`src/rtl/mem_ctrl_pkg.sv`:
```
// Shared encodings for the byte-wide RAM/IO port controller:
// FSM states, access width codes and the IO region selector.
package mem_ctrl_pkg;

    typedef enum logic [1:0] {
        MemIdle   = 2'd0,
        MemIFetch = 2'd1,
        MemDRead  = 2'd2,
        MemDWrite = 2'd3
    } mem_state_t;

    localparam logic [1:0] MemByte  = 2'd0;
    localparam logic [1:0] MemHalf  = 2'd1;
    localparam logic [1:0] MemWord  = 2'd2;
    localparam logic [1:0] MemIoSel = 2'b11;

    // Width code 3 is folded into a word access.
    function automatic logic [2:0] width_bytes(input logic [1:0] w);
        logic [2:0] n;
        case (w)
            MemByte: n = 3'd1;
            MemHalf: n = 3'd2;
            MemWord: n = 3'd4;
            default: n = 3'd4;
        endcase
        return n;
    endfunction

endpackage

```
`src/rtl/mem_ctrl.sv`:
```
// Byte-serial owner of the external RAM/IO port: arbitrates fetch vs.
// data requests and assembles/splits little-endian multi-byte accesses.
module mem_ctrl
    import mem_ctrl_pkg::*;
#(
    parameter int unsigned ADDR_W = 32,
    parameter logic [1:0]  IO_SEL = MemIoSel
) (
    input  logic              clk,
    input  logic              rst,
    input  logic              flush,
    input  logic              inst_fe,
    input  logic [ADDR_W-1:0] inst_fpc,
    output logic              inst_ok,
    output logic [31:0]       inst_o,
    output logic [ADDR_W-1:0] inst_pc,
    input  logic              mem_req,
    input  logic              mem_we,
    input  logic [ADDR_W-1:0] mem_addr,
    input  logic [1:0]        mem_width,
    input  logic [31:0]       mem_wdata,
    output logic              mem_ok,
    output logic [31:0]       mem_rdata,
    input  logic [7:0]        ram_din,
    output logic [7:0]        ram_dout,
    output logic [ADDR_W-1:0] ram_a,
    output logic              ram_wr,
    input  logic              io_buffer_full
);

    mem_state_t        state;
    logic [2:0]        cnt;
    logic [2:0]        rcnt;
    logic [2:0]        nb;
    logic              p1;
    logic              p2;
    logic [ADDR_W-1:0] base;
    logic [31:0]       wdata;
    logic [31:0]       rbuf;
    logic [31:0]       rd_next;
    logic              is_io;
    logic              stall;
    logic              issue;
    logic              last_cap;
    logic              fetch_kill;

    assign is_io      = (base[17:16] == IO_SEL);
    assign stall      = is_io & io_buffer_full;
    assign issue      = (cnt < nb);
    assign last_cap   = p2 && (rcnt == nb - 3'd1);
    assign fetch_kill = (state == MemIFetch) && flush && !is_io;

    always_comb begin
        rd_next = rbuf;
        rd_next[{rcnt[1:0], 3'b000} +: 8] = ram_din;
    end

    // p1/p2 track a read byte through the one-cycle RAM latency.
    always_ff @(posedge clk) begin
        if (rst) begin
            state     <= MemIdle;
            cnt       <= '0;
            rcnt      <= '0;
            nb        <= 3'd4;
            p1        <= 1'b0;
            p2        <= 1'b0;
            base      <= '0;
            wdata     <= '0;
            rbuf      <= '0;
            inst_ok   <= 1'b0;
            mem_ok    <= 1'b0;
            ram_wr    <= 1'b0;
            ram_a     <= '0;
            ram_dout  <= '0;
            inst_o    <= '0;
            inst_pc   <= '0;
            mem_rdata <= '0;
        end else begin
            inst_ok <= 1'b0;
            mem_ok  <= 1'b0;
            ram_wr  <= 1'b0;
            unique case (state)
                MemIdle: begin
                    cnt  <= '0;
                    rcnt <= '0;
                    p1   <= 1'b0;
                    p2   <= 1'b0;
                    rbuf <= '0;
                    if (!inst_ok && !mem_ok) begin
                        if (mem_req) begin
                            state <= mem_we ? MemDWrite : MemDRead;
                            base  <= mem_addr;
                            nb    <= width_bytes(mem_width);
                            wdata <= mem_wdata;
                        end else if (inst_fe) begin
                            state <= MemIFetch;
                            base  <= inst_fpc;
                            nb    <= 3'd4;
                        end
                    end
                end
                MemIFetch, MemDRead: begin
                    if (fetch_kill) begin
                        state <= MemIdle;
                    end else begin
                        p1 <= issue;
                        p2 <= p1;
                        if (issue) begin
                            ram_a <= base + ADDR_W'(cnt);
                            cnt   <= cnt + 3'd1;
                        end
                        if (p2) begin
                            rbuf <= rd_next;
                            rcnt <= rcnt + 3'd1;
                        end
                        if (last_cap) begin
                            state <= MemIdle;
                            if (state == MemIFetch) begin
                                inst_ok <= 1'b1;
                                inst_o  <= rd_next;
                                inst_pc <= base;
                            end else begin
                                mem_ok    <= 1'b1;
                                mem_rdata <= rd_next;
                            end
                        end
                    end
                end
                MemDWrite: begin
                    if (cnt == nb) begin
                        state  <= MemIdle;
                        mem_ok <= 1'b1;
                    end else if (!stall) begin
                        ram_wr   <= 1'b1;
                        ram_a    <= base + ADDR_W'(cnt);
                        ram_dout <= wdata[{cnt[1:0], 3'b000} +: 8];
                        cnt      <= cnt + 3'd1;
                    end
                end
            endcase
        end
    end

endmodule

```
`config.mk`:
```
export PLATFORM = sky130hd
export DESIGN_NAME = mem_ctrl
export DESIGN_NICKNAME = d
export VERILOG_FILES = /design/src/rtl/mem_ctrl_pkg.sv /design/src/rtl/mem_ctrl.sv
export SDC_FILE = /design/constraint.sdc
export NUM_CORES = 1
export LEC_CHECK = 0
export ABC_AREA = 1
export CORE_ASPECT_RATIO = 0.75
export CORE_MARGIN = 2
export CORE_UTILIZATION = 30
export DETAILED_ROUTE_END_ITERATION = 12
export MAX_ROUTING_LAYER = met4
export PLACE_DENSITY = 0.57
export SETUP_SLACK_MARGIN = 0.3
export SLEW_MARGIN = 10
export SYNTH_ARGS = -nofsm -noshare
export SYNTH_HDL_FRONTEND = slang
export SYNTH_SLANG_ARGS = --single-unit
```
`constraint.sdc`:
```
create_clock -name clk -period 1.81 [get_ports clk]
set_input_delay 0.4525 -clock clk [delete_from_list [all_inputs] [get_ports clk]]
set_output_delay 0.4525 -clock clk [all_outputs]
set_load 0.005 [all_outputs]
```
# ---- After elaboration in Yosys (flattened, before gate mapping)
# Index checks and enable logic that the tools add are counted.
dict set report classes {
  add_sub_neg 5
  n_shift 3
  n_eq_ne 16
  bitwise 8
  muxes 41
  n_div 0
  magnitude_cmp 1
  n_reduce_logical 25
  multipliers 0
}
# cell n
set op_table {}
lappend op_table {{2-to-1 mux 32 bit} 8}
lappend op_table {{one-hot mux 32 bit (2 select lines)} 2}
lappend op_table {{adder 32 x 3 -> 32 bit} 1}
lappend op_table {{bitwise mux 32 bit} 1}
lappend op_table {{variable shift 8 x 7 -> 32 bit (first input constant)} 1}
lappend op_table {{variable part select 32 x 6 -> 8 bit} 1}
lappend op_table {{variable part select 8 x 7 -> 32 bit} 1}
lappend op_table {{2-to-1 mux 3 bit} 8}
lappend op_table {{AND reduction 4 bit} 4}
lappend op_table {{!= test 2 bit (second input constant)} 7}
lappend op_table {{2-to-1 mux 2 bit} 6}
lappend op_table {{one-hot mux 3 bit (2 select lines)} 2}
lappend op_table {{AND reduction 3 bit} 4}
lappend op_table {{2-to-1 mux 1 bit} 9}
lappend op_table {{one-hot mux 3 bit (3 select lines)} 1}
lappend op_table {{negation 5 -> 7 bit} 1}
lappend op_table {{inverter 1 bit} 7}
lappend op_table {{adder 3 x 1 -> 3 bit (second input constant)} 2}
lappend op_table {{equality test 2 bit (second input constant)} 3}
lappend op_table {{equality test 3 bit} 2}
lappend op_table {{!= test 3 bit (second input constant)} 2}
lappend op_table {{one-hot mux 1 bit (2 select lines)} 3}
lappend op_table {{one-hot mux 2 bit (3 select lines)} 1}
lappend op_table {{nonzero test 2 bit} 3}
lappend op_table {{other kinds (12)} 19}
dict set report word_totals {
  out_inout_bits 139
  register_bits 248
  rom_bits 0
  ram_bits 0
  latchBits 0
  input_bits 113
  n_memories 0
}

# ---- Longest topological paths before layout
# Gate-level depths: netlist of the first run.
dict set report logic_depth {
  ltp_word 6
  ltp_mapped 13
  ltp_nobuf 13
}

# ---- Least setup slack after synthesis of the first run
# Ideal clock, no wire load.
dict set report synth_timing {
  path_type {reg2reg}
  from {reg cnt[0]}
  to {reg ram_a[10]}
  stages_incl_launch_ff 10
  arrival_ns 1.794
  path_slack_ns -0.101
  synth_period_minus_slack_ns 1.911
  path_cell_list {dfxtp_1 ha_1 fa_1 nand2_1 a21oi_4 nand2_1 nor2_1 or2_2 a21oi_1 nor2_1}
}
dict set report synth_via {
  elab_chain_len 4
  elab_cells_between_ends 11
  classes_between {1 x add/sub; 1 x order compare; 3 x eq/ne; 5 x mux; 1 x reduce/logical}
}
# item line_no
set synth_lines {}
lappend synth_lines {{from (decl)} mem_ctrl.sv:32} ;# logic [2:0] cnt;
lappend synth_lines {{from (signal assigned)} mem_ctrl.sv:110} ;# cnt <= cnt + 3'd1;
lappend synth_lines {{from (signal assigned)} mem_ctrl.sv:137} ;# cnt <= cnt + 3'd1;
lappend synth_lines {{adder 32 x 3 -> 32 bit} {mem_ctrl.sv:109, mem_ctrl.sv:135}}
lappend synth_lines {{2-to-1 mux 32 bit, on equally long branches} {mem_ctrl.sv:133, mem_ctrl.sv:108}}
lappend synth_lines {{2-to-1 mux 32 bit, on equally long branches} {mem_ctrl.sv:130, mem_ctrl.sv:103}}
lappend synth_lines {{one-hot mux 32 bit (2 select lines)} mem_ctrl.sv:82} ;# unique case (state)
lappend synth_lines {{to (signal assigned)} mem_ctrl.sv:109} ;# ram_a <= base + ADDR_W'(cnt);
lappend synth_lines {{to (signal assigned)} mem_ctrl.sv:135} ;# ram_a <= base + ADDR_W'(cnt);
lappend synth_lines {{to (decl)} mem_ctrl.sv:26} ;# output logic [ADDR_W-1:0] ram_a,
# Several ways; a longest one is shown, not always the timed one. The select of a mux whose other input is x is not followed.
# A chain may end at the register's enable or synchronous reset.

# ---- Worst setup path after layout of the first run
# Same ends and word-level chain as after synthesis.

==> flow_summary.toml, run 1 <==
[global_routing]
groute.usage.overall_pct = 22.0
first_global_vias = 11300
grt_start_max_net_pins = 59
grt_util_met1_pct = 31.4
antenna_violations_before_repair = 1
globalRouteMet3Util_pct = 3.76
grtUsageMet2_pct = 33.0
globalRouteOverflowTotal = 0
grt_pass1_wl_um = 66100
grt.busiest_layer = "met2"

[timing]
timing_hold_violations_final = 0
max_slew.worst_pin.slew_ns = 0.396
rsz0062_at_grt = "yes"
period_minus_slack_ns = 1.85
maxSlewViolCount = 0
final-setup-viol-count = 15
setup_ws_ns = -0.0398
share_of_the_clock_period_used_by_the_worst_path_after_layout_pct = 102
slew_headroom_pct = 72.8
max_freq_mhz = 541
totalNegativeSetupSlack_ns = -0.292
finalClockSkew_ns = 0.0391
worst_hold_slack_ns = 0.334

[worst_setup_path]
path_max_fanout = 6
worst-r2r-setup-slack_ns = -0.04
cpMaxStageDelayCell = "fa_2"
crit_chain = "ha_4, fa_2, nand2_2, a21oi_4, buf_12, nand2_4, nor2_4, or2_4, a21oi_2, nor2_1"
worst-r2r-cell-count = 10
critPathMaxStageDelay_ns = 0.37
cp_data_required_time_ns = 2.24
worst_r2r_endpoint = "ram_a[10]$_SDFFE_PP0P_"
critPathLaunch = "cnt[0]$_SDFFE_PP0P_"
critical_path_class = "reg -> reg"
timing.critical_path.from_type = "register"
worst_r2r_startpoint = "cnt[0]$_SDFFE_PP0P_"
setup.worst_path.end_class = "register"
critical-path-top-delay-family = "adder cells"
timing.critical_path.buf_inv = 1
endpoint = "ram_a[10]$_SDFFE_PP0P_"
worst_ep_arrival_time_ns = 2.28
crit_cells = 10

[synth]
edff_count_synth = 0
synth.net_count = 1657
synth_cells = 1525
yosys-top-cells-area = "dfxtp_1 44%, nand2_1 10%, a21oi_1 7.8%"
synth_sequential_area_ratio_pct = 44.1
post-synth-top-area-fraction_pct = 44.1
postSynth.asyncResetShare_pct = 0
synth.ff_latch_count = 248
synthesis.area_per_instance_um2 = 7.38
synth_largest_area_cell = "dfxtp_1"
synth_warnings = 0
synth.cell_area_um2 = 11300
synth-main-ff-cell = "dfxtp_1"
count_of_cell_types_in_the_netlist = 37

[flow_run]
cap_viol_max_count = 0

[power_and_ir_drop]
comb_power_share_pct = 35.7
static-leakage-power_uw = 0.00720
power.density_nw_per_um2 = 1120
power.clock.fraction_pct = 28.7
power_switching_share_pct = 34.5
p_sw_uw = 6680
internal_power_uw = 12700
max-vdd-ir-drop_mv = 0.709
power_frac_seq_pct = 35.5

[cts]
cts_buffer_depth = 3
cts_made_buffers = 26
clockRootBuffer = "clkbuf_16"
clkSlewWorstSetupHoldPaths_ns = 0.07
cts_sinks = 248
clkLatencyLatePin_ns = 0.57
h-tree-depth = 1
tritoncts = "done"

[placed_design]
place_hpwl_um = 28800
globalplace.congestion = 0.921
buffer_ports.inserted = 251

[run_status]
violated_checks = "setup timing"
outcome = "finished, violations left"

[routing]
drt_first_pass_iters = 5
drtIter0Drc = 1038
routed_antenna_nets = 0
via_per_inst = 5.04
remaining_drc_errors = 0
drt-wirelength-per-cell_um = 18.9
route.final.wire_length_um = 45500
route.vias.total = 12200

[cells_and_area]
antennaDiodeCount = 0
share_of_final_layout_standard_cells_stronger_than_drive_strength_1_pct = 35.4
layout-area-overhead-vs-synth_pct = 54.0
nets = 2023

[floorplanning]
start_util_pct = 30.4
top_level_ports = 252
chipHeight_um = 172
die_width_um = 228
num_rows = 61
fp.dieArea_um2 = 39100
placeableCoreArea_um2 = 37000

[hold_path]
hold_path_class = "in -> reg"
## worst min path at each step
| stage | depth (start not counted) | to | slack [ns] | start |
|---|---|---|---|---|
| finish | 3 | rcnt[1]$_SDFFE_PP0P_ | 0.33 | rst |
| global route | 3 | rcnt[1]$_SDFFE_PP0P_ | 0.35 | rst |
| CTS | 3 | p1$_SDFFE_PP0P_ | 0.32 | rst |
| detailed placement | 2 | ram_dout[7]$_SDFFE_PP0P_ | 0.45 | ram_dout[7]$_SDFFE_PP0P_ |
| global placement | 2 | ram_dout[7]$_SDFFE_PP0P_ | 0.43 | ram_dout[7]$_SDFFE_PP0P_ |
| floorplan | 2 | wdata[10]$_SDFFE_PP0P_ | 0.43 | wdata[10]$_SDFFE_PP0P_ |
## logic make-up (layout without fill, tap and decap cells)
group           count (synthesis)  after routing  synth area share (%)
simple gates                  657            657                  24.7
compound gates                367            367                  17.4
flops                         248            248                  44.1
buf+inv                       186            571                  7.56
mux                            32             32                  2.84
fa+ha+maj                      19             19                  2.18
xor+xnor                       16             16                  1.24
## worst reg2reg max path: cells and delay by family, from the launching register on
| family | cells | cell delay [ns] |
|---|---|---|
| AOI/OAI and AO/OA | 2 | 0.20 |
| adders and majority gates | 2 | 0.54 |
| buffers and inverters | 1 | 0.14 |
| DFF | 1 | 0.36 |
| and+or+nand+nor | 5 | 0.49 |
## cell type report
cell class / instances / area [um2]
fillers: 3636 / 19700
flip-flops and latches: 248 / 5150
well taps: 504 / 631
multi-input cells: 1091 / 6160
repair buffers: 434 / 4160
inverters: 90 / 372
clock inverters: 11 / 123
clock buffers: 36 / 748
## power by group through the flow
stage	registers (uW)	logic, uW	clock network, uW
detailed placement	6910	5070	0
CTS	6860	5520	5690
global placement	6900	5000	0
global route	6950	7380	5890
finish	6880	6920	5560
floorplan	6740	2790	0
## state kept, by name, summed over array words and instances, names as in the netlist
name and cells:
ram_wr 1, ram_a 32, inst_pc 32, rcnt 3, mem_rdata 32, inst_o 32
wdata 32, state 2, nb 3, p2 1, mem_ok 1, rbuf 32
inst_ok 1, cnt 3, ram_dout 8, base 32, p1 1
## synth_stat cells (2+ instances only)
master	instances
nand2_1	311
dfxtp_1	248
nor2_1	226
a21oi_1	175
o21ai_0	141
inv_1	85
nand4_1	71
clkbuf_1	44
buf_2	35
mux2i_1	32
o21bai_1	31
nand3_1	21
ha_1	18
xor2_1	10
a211oi_1	9
buf_6	9
nand3b_1	8
buf_4	7
o21ai_1	7
xnor2_1	6
nand2_2	5
nand3_2	4
nor2_4	4
nor2_2	3
inv_2	2
or2_2	2
## per-layer routing
| metal | wire [um] | share of wire [%] | vias up |
|---|---|---|---|
| met3 | 3180 | 7.0 | 45 |
| met2 | 19900 | 44 | 475 |
| met4 | 637 | 1.4 | 0 |
| met1 | 21800 | 48 | 5819 |
| li1 | - | - | 5828 |
| met5 | 0 | 0 | - |
## cells in the final DEF (no fill, tap or decap), drive strengths merged
cell / instances
a211oi: 9
a21oi: 176
a22oi: 1
a31oi: 1
and3: 1
buf: 314
bufinv: 2
clkbuf: 45
clkdlybuf4s50: 110
clkinv: 9
clkinvlp: 2
dfxtp: 248
dlygate4sd2: 1
fa: 1
ha: 18
inv: 88
mux2i: 32
nand2: 316
nand3: 25
nand3b: 8
nand4: 71
nor2: 233
nor3: 1
o21ai: 148
o21bai: 31
o32ai: 1
or2: 2
xnor2: 6
xor2: 10
## through the flow
stage	total power, uW	worst slack, ns	utilization (%)	cells	instance area, um2
2_1_floorplan	9530	0.100	-	1525	11500
3_3_place_gp	11900	-0.182	40.9	2288	15100
3_5_place_dp	12000	-0.208	40.9	2288	15100
4_1_cts	18100	0.00668	44.2	2378	16300
5_1_grt	20200	-0.130	46.9	2414	17300
6_report	19400	-0.0398	46.9	2414	17300
## what timing repair did
| action | 4_1_cts | 5_1_grt |
|---|---|---|
| gates resized for setup | 747 | 153 |
| endpoints found under the setup margin | 347 | 233 |
| pin swaps | 10 | 67 |
| cloned | 13 | 12 |
| hold buffers | 0 | 0 |
| buffers inserted | 30 | 24 |
Power figures use the tool's default switching activity.
==> inputs of run 2 (changes only) <==
GPL_TIMING_DRIVEN = 0   (was default)
==> flow_summary.toml, run 2 (synthesis gave the netlist of run 1 again) <==
[run_status]
outcome = "finished, violations left"
violated_checks = "setup timing"

[worst_setup_path]
worst_ep_arrival_time_ns = 2.24
cpMaxStageDelayCell = "dfxtp_4"
worst-r2r-cell-count = 12
worst_r2r_startpoint = "nb[0]$_SDFFE_PP0P_"
critPathMaxStageDelay_ns = 0.37
worst-r2r-setup-slack_ns = -0.008
worst_r2r_endpoint = "mem_rdata[23]$_SDFFE_PP0P_"
setup.worst_path.end_class = "register"
path_max_fanout = 10
timing.critical_path.from_type = "register"
cp_data_required_time_ns = 2.23
crit_chain = "inv_4, ha_4, inv_2, nand2_2, nand2_2, nor2_4, nand2_4, nor2_4, nand2_8, buf_12, o21bai_1, nor2_1"
critical_path_class = "reg -> reg"

[routing]
route.final.wire_length_um = 48300
remaining_drc_errors = 0
routed_antenna_nets = 0
via_per_inst = 5.09
drtIter0Drc = 1006
route.vias.total = 12300
drt_first_pass_iters = 5
drt-wirelength-per-cell_um = 20.0

[placed_design]
buffer_ports.inserted = 250
place_hpwl_um = 33800
globalplace.congestion = 0.955

[cts]
cts_buffer_depth = 3
cts_hold_buf = 0
clkSlewWorstSetupHoldPaths_ns = 0.06
clkLatencyLatePin_ns = 0.55
tritoncts = "done"
cts_sinks = 248
cts_made_buffers = 25
h-tree-depth = 1
clockRootBuffer = "clkbuf_16"

[timing]
max_slew.worst_pin.slew_ns = 0.872
setup_ws_ns = -0.00755
timing_hold_violations_final = 0
totalNegativeSetupSlack_ns = -0.00790
period_minus_slack_ns = 1.82
max_freq_mhz = 550
rsz0062_at_grt = "yes"
worst_hold_slack_ns = 0.458
finalClockSkew_ns = 0.0271
share_of_the_clock_period_used_by_the_worst_path_after_layout_pct = 100
maxSlewViolCount = 0
slew_headroom_pct = 41.9
final-setup-viol-count = 2

[global_routing]
globalRouteMet3Util_pct = 4.94
first_global_vias = 11400
groute.usage.overall_pct = 23.6
grt.busiest_layer = "met2"
grt_util_met1_pct = 33.6
grt_pass1_wl_um = 68600
antenna_violations_before_repair = 0
grt_start_max_net_pins = 15
globalRouteOverflowTotal = 0
grtUsageMet2_pct = 34.0

[flow_run]
cap_viol_max_count = 0

[power_and_ir_drop]
p_total_uw = 18800
power.density_nw_per_um2 = 1040
static-leakage-power_uw = 0.00737
max-vdd-ir-drop_mv = 0.645

[floorplanning]
num_rows = 61
die_width_um = 228
chipHeight_um = 172
start_util_pct = 30.4
top_level_ports = 252
fp.dieArea_um2 = 39100
placeableCoreArea_um2 = 37000

[hold_path]
hold_path_class = "in -> reg"
hold_path_end = "rcnt[0]$_SDFFE_PP0P_"
worst_hold_startpoint = "rst"
min_path_cells = 4

[cells_and_area]
nets = 2017
layout-area-overhead-vs-synth_pct = 60.1
share_of_final_layout_standard_cells_stronger_than_drive_strength_1_pct = 28.4
most-common-layout-cells = "240 x nand2_1, 202 x nor2_1, 189 x dfxtp_1"
layout.cells.most_common = "nand2_1"
final_core_util_pct = 48.7
## run 2: cell count changes in the layout (fill, tap and decap cells not counted), moves of 16 or more
| cell | delta |
|---|---|
| buf_4 | -52 |
| a21oi_1 | -20 |
| clkbuf_2 | +16 |
| dfxtp_1 | +80 |
| nand2_4 | +17 |
| o21ai_4 | +25 |
| a21oi_2 | +20 |
| o21ai_1 | -24 |
| clkbuf_1 | +21 |
| dlygate4sd2_1 | +138 |
| buf_2 | -120 |
| nand2_1 | -22 |
| dfxtp_2 | -83 |
## run 2: how the worst max path moves through the flow
stage | cells past startpoint | slack (ns) | end | start
3_3_place_gp | 6 | -0.92 | base[10]$_SDFFE_PP0P_ | mem_req
6_report | 12 | -0.008 | mem_rdata[23]$_SDFFE_PP0P_ | nb[0]$_SDFFE_PP0P_
2_1_floorplan | 9 | 0.10 | ram_a[10]$_SDFFE_PP0P_ | cnt[0]$_SDFFE_PP0P_
4_1_cts | 12 | 0.04 | ram_a[31]$_SDFFE_PP0P_ | nb[0]$_SDFFE_PP0P_
5_1_grt | 12 | -0.08 | mem_rdata[23]$_SDFFE_PP0P_ | nb[0]$_SDFFE_PP0P_
3_5_place_dp | 6 | -0.89 | base[10]$_SDFFE_PP0P_ | mem_req
## run 2: area by class of cell
| type | count | area [um2] |
|---|---|---|
| Buffer | 96 | 898 |
| Antenna cell | 1 | 2.50 |
| Inverter | 90 | 377 |
| Multi-Input combinational cell | 1093 | 6980 |
| Clock inverter | 10 | 110 |
| Tap cell | 504 | 631 |
| Clock buffer | 36 | 717 |
| Sequential cell | 248 | 5060 |
| Timing Repair Buffer | 331 | 3250 |
| Fill cell | 3606 | 19000 |
## run 2: critical path, delay by kind of cell (launching register included)
| family | cells | cell delay [ns] |
|---|---|---|
| flip-flops | 1 | 0.37 |
| buffers and inverters | 3 | 0.25 |
| adder cells (fa/ha/maj) | 1 | 0.26 |
| AO/OA/AOI/OAI | 1 | 0.15 |
| AND/OR/NAND/NOR | 7 | 0.65 |
## run 2: per-stage QoR
| stage | std cells | area (um2) | setup slack, ns |
|---|---|---|---|
| global route | 2408 | 18000 | -0.0842 |
| floorplan | 1525 | 11500 | 0.100 |
| CTS | 2362 | 16400 | 0.0437 |
| finish | 2409 | 18000 | -0.00755 |
| detailed placement | 2279 | 14700 | -0.893 |
| global placement | 2279 | 14700 | -0.917 |
## run 2: power breakdown
| part | internal (uW) | switching, uW |
|---|---|---|
| logic | 2860 | 3600 |
| registers | 6220 | 797 |
| clock network | 3050 | 2280 |
| total | 12100 | 6680 |
## run 2: layer usage
| metal | part of all wire (%) | vias to the layer above |
|---|---|---|
| li1 | - | 5815 |
| met5 | 0 | - |
| met4 | 1.9 | 0 |
| met2 | 42 | 494 |
| met1 | 48 | 5895 |
| met3 | 7.6 | 51 |
## run 2: timing repair
action	4_1_cts	5_1_grt
endpoints found under the hold margin	0	0
resized for setup	380	314
setup endpoints to repair	387	387
pin swaps	28	58
buffers inserted	30	32
gates cloned	7	14
